===== config.mk =====
export PLATFORM = sky130hd
export DESIGN_NAME = long_op_scheduler_flat
export DESIGN_NICKNAME = d
export VERILOG_FILES = /design/src/rtl/long_op_scheduler_if.sv /design/src/rtl/long_op_scheduler.sv /design/src/flat_wrapper.sv
export SDC_FILE = /design/constraint.sdc
export NUM_CORES = 1
export LEC_CHECK = 0
export ABC_AREA = 1
export CAP_MARGIN = 20
export CORE_MARGIN = 3
export CORE_UTILIZATION = 40
export DETAILED_ROUTE_END_ITERATION = 8
export GPL_ROUTABILITY_DRIVEN = 0
export PLACE_DENSITY = 0.79
export SLEW_MARGIN = 20
export SYNTH_ARGS = -nofsm -noshare
export SYNTH_HDL_FRONTEND = slang
export SYNTH_SLANG_ARGS = --single-unit

===== constraint.sdc =====
create_clock -name clk -period 6.35 [get_ports clk]
set_input_delay 0.635 -clock clk [delete_from_list [all_inputs] [get_ports clk]]
set_output_delay 0.635 -clock clk [all_outputs]
set_load 0.1 [all_outputs]

===== src/rtl/long_op_scheduler_if.sv =====
// Core <-> long-op scheduler signal bundle: ID hazard inputs, EX issue, unit handshake, write port.
// Bypass ports exist only when LONG_OP_BYPASS_EN is defined.
interface long_op_scheduler_if;
  logic [4:0]  id_rs1;
  logic [4:0]  id_rs2;
  logic [4:0]  id_rs3;
  logic [2:0]  id_rs_fp;
  logic [2:0]  id_rs_valid;
  logic [4:0]  id_rd;
  logic        id_rd_fp;
  logic        id_rd_valid;
  logic        id_long_op;
  logic        issue_valid;
  logic [4:0]  issue_rd;
  logic        issue_fp;
  logic [31:0] issue_a;
  logic [31:0] issue_b;
  logic [31:0] issue_c;
  logic        unit_done;
  logic [31:0] unit_result;
  logic        pipe_wb_busy;
  logic        unit_start;
  logic [31:0] unit_a;
  logic [31:0] unit_b;
  logic [31:0] unit_c;
  logic        sched_stall;
  logic        sched_pipe_hold;
  logic        sched_wb_en;
  logic        sched_wb_fp;
  logic [4:0]  sched_wb_addr;
  logic [31:0] sched_wb_data;
`ifdef LONG_OP_BYPASS_EN
  logic [2:0]  bypass_hit;
  logic [31:0] bypass_data;
`endif

  modport master (
`ifdef LONG_OP_BYPASS_EN
    input  bypass_hit, bypass_data,
`endif
    output id_rs1, id_rs2, id_rs3, id_rs_fp, id_rs_valid, id_rd, id_rd_fp, id_rd_valid,
    output id_long_op, issue_valid, issue_rd, issue_fp, issue_a, issue_b, issue_c,
    output unit_done, unit_result, pipe_wb_busy,
    input  unit_start, unit_a, unit_b, unit_c, sched_stall, sched_pipe_hold,
    input  sched_wb_en, sched_wb_fp, sched_wb_addr, sched_wb_data
  );

  modport slave (
`ifdef LONG_OP_BYPASS_EN
    output bypass_hit, bypass_data,
`endif
    input  id_rs1, id_rs2, id_rs3, id_rs_fp, id_rs_valid, id_rd, id_rd_fp, id_rd_valid,
    input  id_long_op, issue_valid, issue_rd, issue_fp, issue_a, issue_b, issue_c,
    input  unit_done, unit_result, pipe_wb_busy,
    output unit_start, unit_a, unit_b, unit_c, sched_stall, sched_pipe_hold,
    output sched_wb_en, sched_wb_fp, sched_wb_addr, sched_wb_data
  );
endinterface


===== src/rtl/long_op_scheduler.sv =====
// Scheduler for one shared multi-cycle unit: issue latch, pending-dest hazard stall, write-port arbitration.
// Optional macro LONG_OP_BYPASS_EN forwards the buffered result to ID sources while waiting for the port.
module long_op_scheduler #(
  parameter int HOLD_AFTER = 4
) (
  input logic                 clk,
  input logic                 rst,
  long_op_scheduler_if.slave  bus
);
  localparam int CW = $clog2(HOLD_AFTER + 1);
  localparam logic [CW-1:0] HOLD_LIM = CW'(HOLD_AFTER);

  typedef enum logic [1:0] {IDLE = 2'd0, BUSY = 2'd1, WAIT_WB = 2'd2} state_t;

  state_t         state_reg, state_next;
  logic [4:0]     pend_rd_reg, pend_rd_next;
  logic           pend_fp_reg, pend_fp_next;
  logic [31:0]    a_reg, a_next;
  logic [31:0]    b_reg, b_next;
  logic [31:0]    c_reg, c_next;
  logic           start_reg, start_next;
  logic [31:0]    buf_reg, buf_next;
  logic [CW-1:0]  cnt_reg, cnt_next;
  logic           hold_reg, hold_next;
  logic           wb_en;

  always_ff @(posedge clk or posedge rst) begin
    if (rst) begin
      state_reg   <= IDLE;
      pend_rd_reg <= 5'd0;
      pend_fp_reg <= 1'b0;
      a_reg       <= 32'd0;
      b_reg       <= 32'd0;
      c_reg       <= 32'd0;
      start_reg   <= 1'b0;
      buf_reg     <= 32'd0;
      cnt_reg     <= '0;
      hold_reg    <= 1'b0;
    end else begin
      state_reg   <= state_next;
      pend_rd_reg <= pend_rd_next;
      pend_fp_reg <= pend_fp_next;
      a_reg       <= a_next;
      b_reg       <= b_next;
      c_reg       <= c_next;
      start_reg   <= start_next;
      buf_reg     <= buf_next;
      cnt_reg     <= cnt_next;
      hold_reg    <= hold_next;
    end
  end

  // An int x0 destination is architecturally dead: never written, never a hazard.
  logic pend_live;
  logic issue_live;
  assign pend_live  = (pend_rd_reg != 5'd0) | pend_fp_reg;
  assign issue_live = (bus.issue_rd != 5'd0) | bus.issue_fp;

  always_comb begin
    state_next   = state_reg;
    pend_rd_next = pend_rd_reg;
    pend_fp_next = pend_fp_reg;
    a_next       = a_reg;
    b_next       = b_reg;
    c_next       = c_reg;
    start_next   = 1'b0;
    buf_next     = buf_reg;
    cnt_next     = cnt_reg;
    hold_next    = hold_reg;
    wb_en        = 1'b0;
    case (state_reg)
      IDLE: begin
        if (bus.issue_valid) begin
          state_next   = BUSY;
          pend_rd_next = bus.issue_rd;
          pend_fp_next = bus.issue_fp;
          a_next       = bus.issue_a;
          b_next       = bus.issue_b;
          c_next       = bus.issue_c;
          start_next   = 1'b1;
        end
      end
      BUSY: begin
        if (bus.unit_done) begin
          buf_next   = bus.unit_result;
          state_next = WAIT_WB;
        end
      end
      WAIT_WB: begin
        if (!pend_live) begin
          state_next = IDLE;
          cnt_next   = '0;
          hold_next  = 1'b0;
        end else if (!bus.pipe_wb_busy || hold_reg) begin
          // A held cycle has the pipeline WB suppressed, so the port is ours.
          wb_en      = 1'b1;
          state_next = IDLE;
          cnt_next   = '0;
          hold_next  = 1'b0;
        end else begin
          cnt_next = cnt_reg + CW'(1);
          if (cnt_next == HOLD_LIM) hold_next = 1'b1;
        end
      end
      default: state_next = IDLE;
    endcase
  end

  logic [4:0] src_addr [3];
  logic [2:0] src_pend_hit;
  logic [2:0] src_issue_hit;
  assign src_addr[0] = bus.id_rs1;
  assign src_addr[1] = bus.id_rs2;
  assign src_addr[2] = bus.id_rs3;

  for (genvar gi = 0; gi < 3; gi++) begin : g_src
    assign src_pend_hit[gi]  = bus.id_rs_valid[gi] & pend_live &
                               (src_addr[gi] == pend_rd_reg) & (bus.id_rs_fp[gi] == pend_fp_reg);
    assign src_issue_hit[gi] = bus.id_rs_valid[gi] & issue_live &
                               (src_addr[gi] == bus.issue_rd) & (bus.id_rs_fp[gi] == bus.issue_fp);
  end

  logic raw_pend;
  logic waw_pend;
  logic waw_issue;
  logic busy;
  assign waw_pend  = bus.id_rd_valid & pend_live & (bus.id_rd == pend_rd_reg) & (bus.id_rd_fp == pend_fp_reg);
  assign waw_issue = bus.id_rd_valid & issue_live & (bus.id_rd == bus.issue_rd) & (bus.id_rd_fp == bus.issue_fp);
  assign busy      = (state_reg != IDLE);

`ifdef LONG_OP_BYPASS_EN
  logic [2:0] bypass_hit;
  assign bypass_hit      = (state_reg == WAIT_WB) ? src_pend_hit : 3'b000;
  assign bus.bypass_hit  = bypass_hit;
  assign bus.bypass_data = (|bypass_hit) ? buf_reg : 32'd0;
  assign raw_pend        = |(src_pend_hit & ~bypass_hit);
`else
  assign raw_pend        = |src_pend_hit;
`endif

  assign bus.sched_stall = (busy & (raw_pend | waw_pend))
                         | (bus.issue_valid & ((|src_issue_hit) | waw_issue))
                         | (bus.id_long_op & (busy | bus.issue_valid));

  assign bus.unit_start      = start_reg;
  assign bus.unit_a          = a_reg;
  assign bus.unit_b          = b_reg;
  assign bus.unit_c          = c_reg;
  assign bus.sched_pipe_hold = hold_reg;
  assign bus.sched_wb_en     = wb_en;
  assign bus.sched_wb_fp     = wb_en & pend_fp_reg;
  assign bus.sched_wb_addr   = wb_en ? pend_rd_reg : 5'd0;
  assign bus.sched_wb_data   = wb_en ? buf_reg : 32'd0;
endmodule

===== src/flat_wrapper.sv =====
// flat-port wrapper written by rule: the top's interface ports become plain ports
module long_op_scheduler_flat 
#(
  parameter int HOLD_AFTER = 4
)
  (clk, rst, bus_id_rs1, bus_id_rs2, bus_id_rs3, bus_id_rs_fp, bus_id_rs_valid, bus_id_rd, bus_id_rd_fp, bus_id_rd_valid, bus_id_long_op, bus_issue_valid, bus_issue_rd, bus_issue_fp, bus_issue_a, bus_issue_b, bus_issue_c, bus_unit_done, bus_unit_result, bus_pipe_wb_busy, bus_unit_start, bus_unit_a, bus_unit_b, bus_unit_c, bus_sched_stall, bus_sched_pipe_hold, bus_sched_wb_en, bus_sched_wb_fp, bus_sched_wb_addr, bus_sched_wb_data);
  long_op_scheduler_if bus_i ();
  input logic clk;
  input logic rst;
  input wire logic [$bits(bus_i.id_rs1)-1:0] bus_id_rs1;
  input wire logic [$bits(bus_i.id_rs2)-1:0] bus_id_rs2;
  input wire logic [$bits(bus_i.id_rs3)-1:0] bus_id_rs3;
  input wire logic [$bits(bus_i.id_rs_fp)-1:0] bus_id_rs_fp;
  input wire logic [$bits(bus_i.id_rs_valid)-1:0] bus_id_rs_valid;
  input wire logic [$bits(bus_i.id_rd)-1:0] bus_id_rd;
  input wire logic [$bits(bus_i.id_rd_fp)-1:0] bus_id_rd_fp;
  input wire logic [$bits(bus_i.id_rd_valid)-1:0] bus_id_rd_valid;
  input wire logic [$bits(bus_i.id_long_op)-1:0] bus_id_long_op;
  input wire logic [$bits(bus_i.issue_valid)-1:0] bus_issue_valid;
  input wire logic [$bits(bus_i.issue_rd)-1:0] bus_issue_rd;
  input wire logic [$bits(bus_i.issue_fp)-1:0] bus_issue_fp;
  input wire logic [$bits(bus_i.issue_a)-1:0] bus_issue_a;
  input wire logic [$bits(bus_i.issue_b)-1:0] bus_issue_b;
  input wire logic [$bits(bus_i.issue_c)-1:0] bus_issue_c;
  input wire logic [$bits(bus_i.unit_done)-1:0] bus_unit_done;
  input wire logic [$bits(bus_i.unit_result)-1:0] bus_unit_result;
  input wire logic [$bits(bus_i.pipe_wb_busy)-1:0] bus_pipe_wb_busy;
  output wire logic [$bits(bus_i.unit_start)-1:0] bus_unit_start;
  output wire logic [$bits(bus_i.unit_a)-1:0] bus_unit_a;
  output wire logic [$bits(bus_i.unit_b)-1:0] bus_unit_b;
  output wire logic [$bits(bus_i.unit_c)-1:0] bus_unit_c;
  output wire logic [$bits(bus_i.sched_stall)-1:0] bus_sched_stall;
  output wire logic [$bits(bus_i.sched_pipe_hold)-1:0] bus_sched_pipe_hold;
  output wire logic [$bits(bus_i.sched_wb_en)-1:0] bus_sched_wb_en;
  output wire logic [$bits(bus_i.sched_wb_fp)-1:0] bus_sched_wb_fp;
  output wire logic [$bits(bus_i.sched_wb_addr)-1:0] bus_sched_wb_addr;
  output wire logic [$bits(bus_i.sched_wb_data)-1:0] bus_sched_wb_data;
  assign bus_i.id_rs1 = bus_id_rs1;
  assign bus_i.id_rs2 = bus_id_rs2;
  assign bus_i.id_rs3 = bus_id_rs3;
  assign bus_i.id_rs_fp = bus_id_rs_fp;
  assign bus_i.id_rs_valid = bus_id_rs_valid;
  assign bus_i.id_rd = bus_id_rd;
  assign bus_i.id_rd_fp = bus_id_rd_fp;
  assign bus_i.id_rd_valid = bus_id_rd_valid;
  assign bus_i.id_long_op = bus_id_long_op;
  assign bus_i.issue_valid = bus_issue_valid;
  assign bus_i.issue_rd = bus_issue_rd;
  assign bus_i.issue_fp = bus_issue_fp;
  assign bus_i.issue_a = bus_issue_a;
  assign bus_i.issue_b = bus_issue_b;
  assign bus_i.issue_c = bus_issue_c;
  assign bus_i.unit_done = bus_unit_done;
  assign bus_i.unit_result = bus_unit_result;
  assign bus_i.pipe_wb_busy = bus_pipe_wb_busy;
  assign bus_unit_start = bus_i.unit_start;
  assign bus_unit_a = bus_i.unit_a;
  assign bus_unit_b = bus_i.unit_b;
  assign bus_unit_c = bus_i.unit_c;
  assign bus_sched_stall = bus_i.sched_stall;
  assign bus_sched_pipe_hold = bus_i.sched_pipe_hold;
  assign bus_sched_wb_en = bus_i.sched_wb_en;
  assign bus_sched_wb_fp = bus_i.sched_wb_fp;
  assign bus_sched_wb_addr = bus_i.sched_wb_addr;
  assign bus_sched_wb_data = bus_i.sched_wb_data;
  long_op_scheduler #(.HOLD_AFTER(HOLD_AFTER)) u_core (.clk(clk), .rst(rst), .bus(bus_i));
endmodule

==> run_results.csv, run 1 <==
group,metric,value,unit
logic_synthesis,synth_top_area_share,54.5,%
cells_and_area,final_nets,1335,
drt,postRouteAntennaNets,0,
drt,drc,0,
logic_synthesis,yosysWarnings,0,
placed_design,hpwl,14700,um
cells_and_area,layout-drive-gt1-share,3.65,%
sta,report.final.slew_viol_count,0,
logic_synthesis,synth.area.top_cells,"dfrtp_1 (54%), nand2_1 (24%), nor2_1 (6.3%)",
logic_synthesis,synthArstFlopShare,100,%
drt,drt-vias-per-instance,4.58,
sta,rsz0062_at_grt,"no",
cts,clkSinkCount,141,
cts,clockBufferDepth,2,
min_path,hold_path_class,"flop to flop",
worst_setup_path,startpoint_type,"flop",
die,ios,306,
sta,final_hold_viol_count,0,
worst_setup_path,crit_type,"flop to output port",
drt,avgRoutedWirePerCell,14.5,um
status,status,"completed",
die,initial_utilization,41.7,%
cts,cts_buffers,17,
sta,fin_crit_sh,61.5,%
cts,htreeDepth,4,
worst_setup_path,cp-end-kind,"output port",
cts,clk_pin_slew,0.06,ns
cells_and_area,syn2layout_area_growth,58.1,%
die,die_h,133,um
logic_synthesis,synth_nets,1039,
sta,max-slew-margin-rel,30.0,%
drt,drtIter0Drc,379,
logic_synthesis,synth_seq_area_share,54.5,%
grt,grt_pass1_vias,6062,
logic_synthesis,synthFlopType,"dfrtp_1",
die,coreArea,15500,um2
flow_run,maxCapViolations,0,
logic_synthesis,yosysMostFrequentCell,"nand2_1",
cts,cts_setup_buffers,0,
cts,cts_hold_buf,0,
grt,gr-total-overflow,0,
sta,tns,0,ns
grt,grt_pass1_wl,31300,um
cts,ctsResizeCount,0,
grt,grt.total_usage,22.2,%
sta,fin_crit,3.91,ns
cts,clock_latency,0.41,ns
cells_and_area,antenna_cells,0,
worst_setup_path,critical_path_peak_fanout,24,
drt,vias,6364,
cts,tritoncts,"built",
worst_setup_path,worstPathRequired,5.71,ns
logic_synthesis,yosysTopAreaCell,"dfrtp_1",
logic_synthesis,synth_edf_count,0,
logic_synthesis,synth_commonest_cells,"nand2_1 (414), dfrtp_1 (141), nor2_1 (108)",
die,die_w,133,um
logic_synthesis,syn_inst,869,
die,rows,45,
cts,cts-root-buf,"clkbuf_16",
die,dieArea,17800,um2
logic_synthesis,synth_seq_cells,141,
sta,fmax,256,MHz
drt,wirelength,20200,um
logic_synthesis,synth.distinct_cells,18,
grt,grt_start_max_net_pins,109,
grt,antenna_found_initial,0,
worst_setup_path,cp_data_arrival_time,3.27,ns
logic_synthesis,syn_avg_cell_area,7.45,um2
sta,fin_skew,0.00629,ns
logic_synthesis,syn-cell-area,6480,um2
placed_design,io_buffers,305,
sta,worstMarginPinSlew,1.05,ns
sta,setup_violations,0,
drt,drt_first_pass_iters,5,
-- layout by cell type, fill, tap and decap left out, types with 3 or more instances in the layout --
cell               n
inv_6              5
xnor2_1            5
clkbuf_16         17
a21oi_1           40
nand3_1           10
dfrtp_1          141
nand2_1          414
buf_4              5
o21ai_0           18
nor2_1           108
clkdlybuf4s50_1  305
clkinvlp_4         5
inv_1             86
inv_2              3
-- area by class of cell --
cell class,count,area [um2]
clock buffer,19,433
fill,1336,5300
multi-input combinational,604,2420
clock inverter,13,131
tap,211,264
inverter,90,343
sequential,141,3530
timing repair buffer,311,3120
-- critical path, cell delays in order (launching register included) --
cell and delay (ns):
dfrtp_1 0.41, nor2_1 0.31, nand3_1 0.45, buf_4 0.38, nor2_1 0.13, clkdlybuf4s50_1 1.16
-- through the flow --
step	instance area (um2)	std cells	utilization [%]	hold slack [ns]	setup WS, ns
2_1_floorplan	6480	869	-	0.473	1.93
5_1_grt	10200	1389	65.9	0.492	2.19
4_1_cts	10200	1388	65.7	0.472	2.42
6_report	10200	1389	65.9	0.467	2.44
3_5_place_dp	9650	1356	62.1	0.457	2.45
3_3_place_gp	9650	1356	62.1	0.452	2.54
-- layer usage --
layer | vias to the layer above | routed length (um) | global-route usage (%)
li1 | 3179 | - | -
met1 | 2839 | 8240 | 27.1
met2 | 299 | 9150 | 35.3
met3 | 47 | 2200 | 9.18
met4 | 0 | 586 | 8.34
met5 | - | 0 | 0
-- worst paths after layout --
check	start	endpoint	slack (ns)	depth (start not counted)
worst min register to register	u_core.bus.unit_c[3]	u_core.bus.unit_c[3]	0.47	2
max in group asynchronous	rst	u_core.bus.unit_c[13]	4.37	3
worst min-delay path	u_core.bus.unit_c[3]	u_core.bus.unit_c[3]	0.47	2
worst max-delay path	u_core.state_reg[0]	bus_sched_wb_data[14]	2.44	5
worst max register to register	u_core.state_reg[0]	u_core.bus.unit_b[26]	4.39	7
min in group asynchronous	rst	u_core.bus.unit_a[14]	0.76	2
-- kinds of logic (layout without fill, tap and decap cells) --
group                    after synthesis  count (layout)  synth area share, %
adder cells (fa/ha/maj)                2               2                0.386
XOR/XNOR                               5               5                0.676
AO/OA/AOI/OAI                         59              59                 4.60
buffers and inverters                124             433                 8.27
AND/OR/NAND/NOR                      538             538                 31.6
flip-flops                           141             141                 54.5
Power of run 1 is left out: the tool's default activity adds up to more than one toggle a clock period on the data nets, which glitch-free logic cannot reach.
==> run 2, diff against run 1 <==
--- a/config.mk
+++ b/config.mk
@@ -8,10 +8,10 @@
 export ABC_AREA = 1
 export CAP_MARGIN = 20
 export CORE_MARGIN = 3
-export CORE_UTILIZATION = 40
+export CORE_UTILIZATION = 37
 export DETAILED_ROUTE_END_ITERATION = 8
 export GPL_ROUTABILITY_DRIVEN = 0
-export PLACE_DENSITY = 0.79
+export PLACE_DENSITY = 0.76
 export SLEW_MARGIN = 20
 export SYNTH_ARGS = -nofsm -noshare
 export SYNTH_HDL_FRONTEND = slang
==> constraint.sdc (replaced) <==
create_clock -name clk -period 3.3 [get_ports clk]
set_input_delay 0.33 -clock clk [delete_from_list [all_inputs] [get_ports clk]]
set_output_delay 0.33 -clock clk [all_outputs]
set_load 0.1 [all_outputs]
==> run 2 against run 1 <==
Effect of this change: non-clock buffer count is 1 lower; largest cell class unchanged; critical endpoint is now bus_sched_wb_fp; final cell count is 0.58% higher; utilization fell by 2.7 points; clock skew is 0.0064 ns higher; critical path depth increased by 3; flip-flop and latch count unchanged; global-route usage decreased by 1.1 points; setup slack worse by 1.7 ns.
==> run_results.csv, run 2 (same netlist as run 1, synthesis figures left out) <==
group,metric,value,unit
status,status,"completed",
die,rows,47,
sta,fin_skew,0.0127,ns
cts,clk_pin_slew,0.07,ns
cells_and_area,fillers,1407,
worst_setup_path,critPathMaxStageDelay,0.44,ns
cts,tritoncts,"built",
sta,fmax,391,MHz
worst_setup_path,crit_type,"flop to output port",
sta,setup_violations,0,
drt,drt-vias-per-instance,4.56,
cts,clkSinkCount,141,
sta,fin_crit_sh,77.4,%
drt,postRouteAntennaNets,0,
sta,rsz0062_at_grt,"no",
grt,grt_start_max_net_pins,142,
drt,drc,0,
sta,fin_crit,2.56,ns
worst_setup_path,worstPathRequired,2.97,ns
cells_and_area,antenna_cells,0,
drt,avgRoutedWirePerCell,14.7,um
sta,tns,0,ns
die,die_w,138,um
min_path,hold_path_class,"input port to async pin",
cts,clock_latency,0.42,ns
sta,report.final.slew_viol_count,0,
cts,cts-root-buf,"clkbuf_16",
die,coreArea,16900,um2
placed_design,io_buffers,305,
flow_run,maxCapViolations,0,
cells_and_area,final_nets,1334,
drt,drt_first_pass_iters,4,
cts,htreeDepth,4,
cts,cts_buffers,17,
worst_setup_path,path_delay_family,"buffers and inverters",
grt,antenna_found_initial,0,
drt,wirelength,20600,um
drt,vias,6371,
cells_and_area,syn2layout_area_growth,64.7,%
worst_setup_path,cp_num_buf_inv,5,
worst_setup_path,critical_path_peak_fanout,38,
cts,cts_hold_buf,0,
cts,ctsResizeCount,0,
placed_design,hpwl,15100,um
sta,final_hold_viol_count,0,
die,dieArea,19100,um2
sta,worstMarginPinSlew,1.06,ns
worst_setup_path,startpoint_type,"flop",
grt,grt_pass1_wl,32400,um
sta,max-slew-margin-rel,29.3,%
grt,gr-total-overflow,0,
worst_setup_path,cp_common_cell,"inv_1",
worst_setup_path,cp-end-kind,"output port",
drt,drtIter0Drc,291,
die,initial_utilization,38.4,%
die,die_h,138,um
die,ios,306,
worst_setup_path,slowest_stage,"dfrtp_1",
cts,clockBufferDepth,2,
grt,grt_pass1_vias,6219,
cells_and_area,layout-drive-gt1-share,7.14,%
cells_and_area,layout_common_cells,"nand2_1 (414), clkdlybuf4s50_1 (265), dfrtp_1 (141)",
cts,cts_setup_buffers,0,
worst_setup_path,path_cells,"inv_2 -> nand4_1 -> nand3_1 -> buf_4 -> inv_1 -> nand2_1 -> inv_1 -> buf_12",
worst_setup_path,cp_data_arrival_time,2.23,ns
cells_and_area,layout_commonest_cell,"nand2_1",
grt,grt.total_usage,21.0,%
-- run 2: worst min-delay path, delay by kind of cell --
family | cells | cell delay, ns
buffers and inverters | 3 | 1.00
-- run 2: worst paths after layout --
| path | from | end | slack, ns | cells after the start |
|---|---|---|---|---|
| setup / recovery | u_core.pend_rd_reg[0] | bus_sched_wb_fp | 0.74 | 8 |
| hold / removal | rst | u_core.bus.unit_a[8] | 0.43 | 3 |
| setup reg to reg | u_core.state_reg[0] | u_core.bus.unit_c[13] | 1.35 | 7 |
| hold reg to reg | u_core.bus.unit_b[30] | u_core.bus.unit_b[30] | 0.47 | 2 |
| max in group asynchronous | rst | u_core.buf_reg[10] | 2.20 | 3 |
| min in group clk | bus_issue_b[12] | u_core.bus.unit_b[12] | 0.44 | 3 |
-- run 2: metrics by stage --
step / utilization, % / hold WS, ns / worst slack, ns / instances / instance area (um2)
2_1_floorplan: - / 0.437 / 0.211 / 869 / 6480
3_3_place_gp: 59.8 / 0.453 / 0.878 / 1365 / 10100
3_5_place_dp: 59.8 / 0.458 / 0.918 / 1365 / 10100
4_1_cts: 63.2 / 0.418 / 0.704 / 1397 / 10700
5_1_grt: 63.2 / 0.439 / 0.622 / 1397 / 10700
6_report: 63.2 / 0.429 / 0.745 / 1397 / 10700
-- run 2: layout make-up --
cell class	instances	area [um2]	area share (%)
sequential	141	3530	33.1
timing repair buffer	310	3520	33.0
multi-input combinational	604	2420	22.7
clock buffer	17	425	3.99
inverter	90	342	3.20
tap	220	275	2.58
clock inverter	15	156	1.47
-- run 2: layer usage --
layer	GRT usage [%]	vias to the layer above	routed length, um
met5	0	-	0
met4	5.93	0	257
met3	8.53	22	2090
met2	35.4	268	10000
met1	25.0	2900	8210
li1	-	3181	-
Power of run 2 is left out for the same reason.
==> run 3, diff against run 2 <==
--- a/config.mk
+++ b/config.mk
@@ -8,10 +8,10 @@
 export ABC_AREA = 1
 export CAP_MARGIN = 20
 export CORE_MARGIN = 3
-export CORE_UTILIZATION = 37
+export CORE_UTILIZATION = 40
 export DETAILED_ROUTE_END_ITERATION = 8
 export GPL_ROUTABILITY_DRIVEN = 0
-export PLACE_DENSITY = 0.76
+export PLACE_DENSITY = 0.79
 export SLEW_MARGIN = 20
 export SYNTH_ARGS = -nofsm -noshare
 export SYNTH_HDL_FRONTEND = slang
==> constraint.sdc (replaced) <==
create_clock -name clk -period 2.4 [get_ports clk]
set_input_delay 0.24 -clock clk [delete_from_list [all_inputs] [get_ports clk]]
set_output_delay 0.24 -clock clk [all_outputs]
set_load 0.1 [all_outputs]
==> run 3 against run 2 <==
Effect of this change: non-clock buffer count rose by 4; wire length fell by 1.9%; final cell count fell by 0.43%; global-route usage rose by 1.2 points; highest routed layer unchanged.
==> run_results.csv, run 3 (same netlist as run 1, synthesis figures left out) <==
group,metric,value,unit
status,status,"completed",
worst_setup_path,r2r-start,"u_core.state_reg[0]",
grt,grt_start_max_net_pins,113,
placed_design,post-place-ws,0.276,ns
die,coreArea,15500,um2
worst_setup_path,critPathLaunch,"u_core.pend_fp_reg",
cts,cts_setup_buffers,0,
worst_setup_path,cp-end-kind,"output port",
drt,vias,6409,
cells_and_area,fillers,1295,
sta,report.final.slew_viol_count,0,
die,initial_utilization,41.7,%
cts,cts_buffers,17,
sta,layout_setup_ws,0.128,ns
cells_and_area,seq_area,3530,um2
cts,cts-root-buf,"clkbuf_16",
drt,wirelength,20200,um
sta,fin_crit,2.27,ns
sta,setup_violations,0,
grt,gr-total-overflow,0,
drt,drt_first_pass_iters,5,
drt,avgRoutedWirePerCell,14.5,um
grt,grt_pass1_wl,31600,um
worst_setup_path,worstPathRequired,2.16,ns
cts,htreeDepth,4,
cts,clock_latency,0.41,ns
cells_and_area,multi_input_area,2470,um2
cts,clk_pin_slew,0.06,ns
cells_and_area,antenna_cells,0,
placed_design,placed_area,9920,um2
die,die_h,133,um
placed_design,hpwl,15000,um
sta,fin_crit_sh,94.7,%
cts,clkSinkCount,141,
die,die_w,133,um
worst_setup_path,crit_type,"flop to output port",
sta,final_hold_viol_count,0,
grt,grt.total_usage,22.2,%
cts,clockBufferDepth,2,
cells_and_area,layout_common_cells,"nand2_1 (414), clkdlybuf4s50_1 (167), dfrtp_1 (138)",
die,rows,45,
cells_and_area,layout_commonest_cell,"nand2_1",
cells_and_area,final_nets,1338,
cells_and_area,syn2layout_area_growth,62.6,%
sta,fmax,440,MHz
die,ios,306,
sta,max-slew-margin-rel,57.2,%
drt,drc,0,
cts,cts_hold_buf,0,
worst_setup_path,cp_data_arrival_time,2.03,ns
drt,drtIter0Drc,325,
sta,rsz0062_at_grt,"no",
cells_and_area,stdcell_area,10500,um2
sta,worstMarginPinSlew,0.642,ns
grt,grt_pass1_vias,6309,
grt,antenna_found_initial,0,
worst_setup_path,startpoint_type,"flop",
sta,fin_skew,0.00981,ns
worst_setup_path,critical_path_peak_fanout,7,
die,dieArea,17800,um2
cells_and_area,layout-drive-gt1-share,17.2,%
flow_run,maxCapViolations,0,
drt,drt-vias-per-instance,4.61,
cts,tritoncts,"built",
drt,postRouteAntennaNets,0,
placed_design,io_buffers,305,
min_path,hold_path_class,"input port to async pin",
-- run 3: cell types whose count changed in the layout (fill, tap and decap cells not counted), moves of 3 or more --
cell	previous run	this run
buf_4	3	103
clkdlybuf4s50_1	265	167
nor2_1	108	96
nor2_2	1	13
clkbuf_8	0	3
dfrtp_1	141	138
dfrtp_2	0	3
-- run 3: timing repair --
action	in CTS	in global routing
endpoints found under the hold margin	0	0
cloned	0	0
pin swaps	0	0
endpoints found under the setup margin	2	20
resized for setup	1	4
-- run 3: routing by layer --
metal,track usage (%),part of all wire [%],vias up
li1,-,-,3186
met1,26.0,39,2898
met2,37.0,49,293
met3,9.71,11,32
met4,6.74,2.0,0
met5,0,0,-
-- run 3: critical path, cell delays in order, from the launching register on --
cell and delay, ns:
dfrtp_2 0.47, inv_1 0.24, a21oi_1 0.12, nand3_1 0.11, nor2_1 0.05, nor2_1 0.15
nand2_1 0.06, nand2_1 0.09, nand3_1 0.14, buf_12 0.20
-- run 3: cell type report --
type / instances / area share [%]
flip-flops and latches: 141 / 33.5
repair buffers: 314 / 31.6
multi-input cells: 604 / 23.4
clock buffers: 20 / 4.43
inverters: 90 / 3.28
well taps: 211 / 2.51
clock inverters: 11 / 1.26
-- run 3: final timing paths --
path,cells after the start,endpoint,slack (ns)
setup / recovery,9,bus_sched_stall,0.13
hold / removal,3,u_core.buf_reg[8],0.31
setup reg to reg,6,u_core.state_reg[0],0.70
hold reg to reg,2,u_core.bus.unit_b[6],0.47
max in group asynchronous,3,u_core.bus.unit_a[3],1.54
min in group clk,3,u_core.bus.unit_a[24],0.36
-- run 3: metrics by stage --
stage | util [%] | hold WS, ns | TNS, ns | cells
2_1_floorplan | - | 0.347 | -7.23 | 869
3_3_place_gp | 63.8 | 0.455 | 0 | 1360
3_5_place_dp | 63.8 | 0.459 | 0 | 1360
4_1_cts | 67.7 | 0.314 | 0 | 1391
5_1_grt | 67.8 | 0.354 | 0 | 1391
6_report | 67.8 | 0.315 | 0 | 1391
Power of run 3 is left out for the same reason.
